**config.mk**
```make
export PLATFORM = sky130hd
export DESIGN_NAME = iir_1_mc
export DESIGN_NICKNAME = d
export VERILOG_FILES = /design/src/rtl/iir_1_mc.sv
export SDC_FILE = /design/constraint.sdc
export NUM_CORES = 1
export LEC_CHECK = 0
export BUFFER_PORTS_ARGS = -buffer_cell sky130_fd_sc_hd__buf_2
export CORE_MARGIN = 3
export CORE_UTILIZATION = 60
export CTS_CLUSTER_DIAMETER = 30
export DETAILED_ROUTE_END_ITERATION = 10
export PLACE_DENSITY_LB_ADDON = 0.12
export SLEW_MARGIN = 15
export SYNTH_ARGS = -nofsm -noshare
export SYNTH_HDL_FRONTEND = slang
export SYNTH_SLANG_ARGS = --single-unit
```
**constraint.sdc**
```tcl
create_clock -name clk -period 8.4 [get_ports clk]
set_clock_uncertainty 0.2 [all_clocks]
set_input_delay 0.84 -clock clk [delete_from_list [all_inputs] [get_ports clk]]
set_output_delay 0.84 -clock clk [all_outputs]
set_load 0.01 [all_outputs]
```
**src/rtl/iir_1_mc.sv**
```systemverilog
// Multi-channel first-order IIR filter: y(n) = a*y(n-1) + b*x(n) per channel,
// one shared multiplier pair, saturating output, runtime-loadable coefficients.
module iir_1_mc #(
   parameter int DATA_W   = 8,
   parameter int COEF_W   = 4,
   parameter int OUT_W    = 18,
   parameter int CHANNELS = 2,
   parameter int A_INIT   = -2,
   parameter int B_INIT   = 3,
   localparam int CH_W    = (CHANNELS > 1) ? $clog2(CHANNELS) : 1
) (
   input  logic                     clk,
   input  logic                     rst,
   input  logic                     coef_load,
   input  logic signed [COEF_W-1:0] coef_a,
   input  logic signed [COEF_W-1:0] coef_b,
   input  logic                     in_valid,
   input  logic        [CH_W-1:0]   in_ch,
   input  logic signed [DATA_W-1:0] x,
   output logic                     out_valid,
   output logic        [CH_W-1:0]   out_ch,
   output logic signed [OUT_W-1:0]  y,
   output logic                     out_sat,
   output logic                     sat_sticky
);

   // Wide enough to hold a*y_prev + b*x exactly before saturating.
   localparam int ACC_W = OUT_W + COEF_W + 1;
   localparam logic [CH_W:0] CH_LIMIT = (CH_W + 1)'(CHANNELS);
   localparam logic signed [OUT_W-1:0] SAT_MAX = {1'b0, {(OUT_W - 1){1'b1}}};
   localparam logic signed [OUT_W-1:0] SAT_MIN = {1'b1, {(OUT_W - 1){1'b0}}};

   logic signed [COEF_W-1:0] r_a;
   logic signed [COEF_W-1:0] r_b;
   logic signed [OUT_W-1:0]  r_yPrev [CHANNELS];
   logic                     r_outValid;
   logic        [CH_W-1:0]   r_outCh;
   logic signed [OUT_W-1:0]  r_y;
   logic                     r_outSat;
   logic                     r_satSticky;

   logic                     w_accept;
   logic signed [OUT_W-1:0]  w_yOld;
   logic signed [ACC_W-1:0]  w_aExt;
   logic signed [ACC_W-1:0]  w_bExt;
   logic signed [ACC_W-1:0]  w_yExt;
   logic signed [ACC_W-1:0]  w_xExt;
   logic signed [ACC_W-1:0]  w_acc;
   logic                     w_ovf;
   logic signed [OUT_W-1:0]  w_ySat;

   // Out-of-range channel indices are silently dropped.
   assign w_accept = in_valid && ({1'b0, in_ch} < CH_LIMIT);

   always_comb begin
      w_yOld = '0;
      for (int i = 0; i < CHANNELS; i++) begin
         if (in_ch == CH_W'(i)) begin
            w_yOld = r_yPrev[i];
         end
      end
   end

   assign w_aExt = ACC_W'(r_a);
   assign w_bExt = ACC_W'(r_b);
   assign w_yExt = ACC_W'(w_yOld);
   assign w_xExt = ACC_W'(x);
   assign w_acc  = (w_aExt * w_yExt) + (w_bExt * w_xExt);

   // Overflow whenever the bits above the output sign are not a pure sign extension.
   assign w_ovf  = (w_acc[ACC_W-1:OUT_W-1] != {(ACC_W - OUT_W + 1){w_acc[ACC_W-1]}});
   assign w_ySat = w_ovf ? (w_acc[ACC_W-1] ? SAT_MIN : SAT_MAX) : w_acc[OUT_W-1:0];

   always_ff @(posedge clk) begin
      if (rst) begin
         r_a <= COEF_W'(A_INIT);
         r_b <= COEF_W'(B_INIT);
      end else if (coef_load) begin
         r_a <= coef_a;
         r_b <= coef_b;
      end
   end

   always_ff @(posedge clk) begin
      for (int i = 0; i < CHANNELS; i++) begin
         if (rst) begin
            r_yPrev[i] <= '0;
         end else if (w_accept && (in_ch == CH_W'(i))) begin
            r_yPrev[i] <= w_ySat;
         end
      end
   end

   always_ff @(posedge clk) begin
      if (rst) begin
         r_outValid <= 1'b0;
         r_outCh    <= '0;
         r_y        <= '0;
         r_outSat   <= 1'b0;
      end else begin
         r_outValid <= w_accept;
         r_outSat   <= w_accept && w_ovf;
         if (w_accept) begin
            r_outCh <= in_ch;
            r_y     <= w_ySat;
         end
      end
   end

   // A saturation in the same cycle as a coefficient load keeps the flag set.
   always_ff @(posedge clk) begin
      if (rst) begin
         r_satSticky <= 1'b0;
      end else if (w_accept && w_ovf) begin
         r_satSticky <= 1'b1;
      end else if (coef_load) begin
         r_satSticky <= 1'b0;
      end
   end

   assign out_valid  = r_outValid;
   assign out_ch     = r_outCh;
   assign y          = r_y;
   assign out_sat    = r_outSat;
   assign sat_sticky = r_satSticky;

endmodule

```
Word level (Yosys, flattened, before mapping):

Memories as Yosys holds them, arrays and structs flattened.
Cells that the tools add are included.

* output and inout port bits: 22
* input bits: 21
* RAM bits: 36
* memories kept: 1
* flip-flop bits (word level): 30
* word-level logic and storage cells: 34

Memory list
* r_yPrev: depth 2, bits a word 18, read ports 2, clocked after memory_dff 0, wr ports 2, line 35 `logic signed [OUT_W-1:0] r_yPrev [CHANNELS];`

* reductions and logical operators: 4
* equality and inequality tests: 1
* add/sub/neg operators: 1
* multiply operators: 2
* mux-type cells: 15
* bitwise logic cells: 3

Operator list (count)
* 18-bit two-way mux: 5
* 22-bit by 12-bit adder with 23-bit output: 1
* 4-bit by 18-bit multiplier with 22-bit output: 1
* 4-bit by 8-bit multiplier with 12-bit output: 1
* 1-bit two-way mux: 10
* 5-bit != test: 1
* 1-bit logical AND: 3
* 1-bit OR: 2
* 2-bit nonzero test: 1
* 1-bit NOT: 1

Logic depth before layout (Yosys ltp):

* word-level depth: 6
* mapped depth: 24

Worst setup path after synthesis:

No wires, ideal clock.

* path type: input port to flip-flop
* start point: input port in_ch
* end point: memory r_yPrev[1][10] (data pin)
* required time: 7935 ps
* setup slack: 1711 ps
* library setup time: 265 ps
* buffers on the path: 4
* data arrival time: 6223 ps
* stages: 22
* cells stage by stage: clkbuf_1 -> clkbuf_1 -> mux2i_1 -> nor2b_1 -> fa_1 -> inv_1 -> fa_1 -> fa_1 -> fa_1 -> inv_1 -> ha_1 -> buf_2 -> and3_1 -> a211o_1 -> a21oi_1 -> a31oi_1 -> and3_4 -> nor4_4 -> a31oi_1 -> nand3_1 -> buf_2 -> o31ai_1

RTL lines
* from (decl): line 18 `input logic [CH_W-1:0] in_ch,`
* to (decl): line 35

Worst setup path after layout:

* start point: input port in_ch
* end point: register r_y[5] (netlist: y[5])

* cells in the longest elaborated chain, start to end: 5

RTL lines
* 18-bit two-way mux *: line 58 `if (in_ch == CH_W'(i)) begin`
* 4-bit by 18-bit multiplier with 22-bit output *: line 68 `assign w_acc = (w_aExt * w_yExt) + (w_bExt * w_xExt);`
* 22-bit by 12-bit adder with 23-bit output *: line 68
* 5-bit != test or 18-bit two-way mux (tied branches): line 71, 72
* 18-bit two-way mux *: line 72 `assign w_ySat = w_ovf ? (w_acc[ACC_W-1] ? SAT_MIN : SAT_MAX) : w_acc[OUT_W-1:0];`
* to (signal assigned): line 105 `r_y <= w_ySat;`
* to (decl): line 38 `logic signed [OUT_W-1:0] r_y;`

Every way passes the cells marked *; elsewhere a longest branch is shown, timed or not.
A chain may end at the register's enable or synchronous reset.

==> results.yml <==
yosys:
  synth_compound_area_share_pct: 12.2
  synth_nets: 968
  synth-seq-cells: 66
  ys_seq_area_share_pct: 21.8
  yosysUniqueCellTypes: 57
  synthXorXnorAreaFrac_pct: 2.91
  synthMuxAreaShare_pct: 3.96
  syn_inst: 792
  synth-simple-area-share_pct: 13.9
  syn-cell-area_um2: 7710
  synth-adder-area-share_pct: 35.3
  synth_edf_count: 36
  async_reset_ff_share_pct: 0
  syn_avg_cell_area_um2: 9.73
  synth_top_family_by_area: "adder cells"
  ys_dominant_reg_cell: "edfxtp_1"
  synth_warnings: 0
setup_path:
  start_kind: "primary input"
  r2r_slack_ns: 1.44
  worstPathCellList: "buf_2, mux2i_1, nand2_1, fa_1, fa_1, inv_1, fa_1, fa_1, ha_1, o211ai_1, a21oi_1, o21ai_1, a21oi_1, o22ai_2, xnor2_2, mux2i_4, buf_4, o31ai_1"
  cp.arrival_ns: 7.31
  worstSetupPathType: "primary input to register"
  reg2reg_depth: 19
  required_ns: 8.38
  critPathMostFrequentCell: "fa_1"
  rr_endpoint: "y[5]"
  cp_max_fo: 32
  cp.buffers_inverters: 3
  crit_path_max_incr_delay_ns: 0.85
  r2r_start: "r_b[0]"
  crit_cells: 18
  cp-end-kind: "register"
  worst_path_max_delay_cell: "mux2i_4"
  cp-startpoint: "in_ch"
  path_delay_family: "adder cells"
  cp-endpoint: "y[5]"
timing:
  finalSetupViolCount: 0
  fmaxAchievable_mhz: 136
  post-route-min-period_ns: 7.33
  finalCritPeriodShare_pct: 87.2
  rsz0062_at_grt: "false"
  max_slew_margin_pct: 39.7
  worst_pin_slew_ns: 0.886
  drv_slew: 0
  hold_viol_final: 0
  tns_ns: 0
clock_network:
  cts_tree: "yes"
  clkSinkCount: 66
  cts_resized: 0
  clk_path_buf_depth: 2
  hold_buffers: 0
  clk_pin_slew_ns: 0.06
  cts_buffers: 9
  cts_setup_buffers: 0
  clk-insertion-delay-late_ns: 0.33
  root_buffer: "clkbuf_16"
  htreeDepth: 3
cells_and_area:
  n_antenna_cell: 0
  fillers: 979
  syn_to_final_growth_pct: 7.66
  drive_gt1_share_pct: 10.2
  ff_latch_area_um2: 1680
  multiInputGateArea_um2: 5260
  final_nets: 997
drt:
  wl_per_cell_um: 16.4
  vias: 5452
  drc: 0
  routed_via_density: 5.48
  drt_iter0_markers: 224
  drt_wl_total_um: 16300
  ant_nets: 0
  dr.pass1.iters: 4
global_routing:
  grtUsageTotal_pct: 24.3
  overflow: 0
  grt_max_degree: 33
  grt_pass1_wl_um: 28000
  grt_pass1_vias: 5664
  antenna_found_initial: 0
floorplanning:
  die_w_um: 119
  die_h_um: 119
  pin_count: 43
  die_area_um2: 14200
  initial_core_util_pct: 62.8
  rows: 40
  core_um2: 12300
job:
  max_cap_viol_count: 0
worst_hold_path:
  min_path_type: "register to register"
placement:
  gp_congestion: 0.905
  dpl.hpwl_um: 13300
  portBuffers: 42
outcome:
  status: "completed"
==> state kept, by name, summed over array words and instances, names as in the netlist <==
name and flops:
r_yPrev 36, out_sat 1, sat_sticky 1, out_valid 1, y 18, r_a 4, out_ch 1, r_b 4
==> layer usage <==
metal  wire (um)  part of all wire (%)  GRT usage, %
met1        7770                    48          36.8
met2        7610                    47          38.6
met3         762                   4.7          2.18
met4         142                  0.87          4.58
met5           0                     0             0
==> synth_stat cells, types with 3 or more instances <==
| library cell | instances | share of area (%) |
|---|---|---|
| or2_2 | 3 | 0.24 |
| nand3_1 | 5 | 0.32 |
| fa_1 | 104 | 27 |
| ha_1 | 51 | 8.3 |
| edfxtp_1 | 36 | 14 |
| nand2_1 | 36 | 1.8 |
| clkbuf_1 | 17 | 0.83 |
| o21ai_0 | 12 | 0.78 |
| o31ai_1 | 43 | 4.2 |
| a21o_1 | 8 | 0.78 |
| and2_1 | 36 | 2.9 |
| nor2_1 | 27 | 1.3 |
| mux2i_1 | 26 | 3.4 |
| nand2b_1 | 10 | 0.81 |
| xor2_1 | 11 | 1.3 |
| nor3_1 | 6 | 0.39 |
| a21oi_1 | 37 | 2.4 |
| nor2b_1 | 58 | 4.7 |
| a31oi_1 | 7 | 0.57 |
| buf_2 | 5 | 0.32 |
| buf_6 | 5 | 0.73 |
| nand4_1 | 3 | 0.24 |
| dfxtp_1 | 30 | 7.8 |
| xnor2_1 | 9 | 1.0 |
| o211ai_1 | 3 | 0.29 |
| inv_1 | 162 | 7.9 |
| xnor2_2 | 3 | 0.63 |
==> metrics by stage <==
step	hold WS, ns	cells	setup slack, ns	utilization, %	area, um2
floorplan	0.274	792	1.71	-	7710
global placement	0.244	978	0.840	65.3	8010
detailed placement	0.242	978	0.809	65.3	8010
CTS	0.255	994	1.12	67.7	8300
global route	0.265	994	0.683	67.7	8300
finish	0.256	994	1.07	67.7	8300
==> cell families after synthesis <==
kind of cell | Yosys count
AOI/OAI and AO/OA | 134
xor gates and xnor gates | 23
adders and majority gates | 155
buffers and inverters | 192
DFF | 66
muxes | 29
and+or+nand+nor | 193
==> placed cells by master (no fill, tap or decap), drive strengths merged, types with 4 or more instances in the layout <==
cell type | Yosys | final
o31ai | 43 | 43
fa | 104 | 104
nor2b | 58 | 58
and2 | 36 | 36
nor2 | 27 | 27
clkbuf | 18 | 12
mux2i | 27 | 27
dfxtp | 30 | 30
ha | 51 | 51
a21oi | 40 | 40
xor2 | 11 | 11
clkinv | 2 | 4
a31oi | 7 | 7
nand2 | 37 | 37
nor3 | 6 | 6
nand2b | 10 | 10
inv | 162 | 164
o21ai | 14 | 14
edfxtp | 36 | 36
nand3 | 5 | 5
buf | 10 | 46
a21o | 8 | 8
xnor2 | 12 | 12
==> tightest hold or removal path, delay by kind of cell, from the launching register on <==
kind | cells | cell delay (ns)
AOI/OAI and AO/OA | 1 | 0.05
DFF | 1 | 0.31
and+or+nand+nor | 1 | 0.05
==> final cells by class <==
class                      instances  share of cell area (%)
sequential                        66                    20.3
inverter                         164                    7.42
multi-input combinational        534                    63.4
clock inverter                     4                   0.271
clock buffer                      12                    3.23
timing repair buffer              46                    2.90
tap                              168                    2.53
==> worst min-delay path by stage <==
stage / from / endpoint / slack, ns / cells after the start
final: y[11] / y[11] / 0.26 / 2
after CTS: y[11] / y[11] / 0.25 / 2
after global routing: y[11] / y[11] / 0.26 / 2
after floorplan: y[11] / y[11] / 0.27 / 2
after detailed placement: y[11] / y[11] / 0.24 / 2
after global placement: y[11] / y[11] / 0.24 / 2
Power is left out: the tool's default activity adds up to more than one toggle a clock period on the data nets, which glitch-free logic cannot reach.
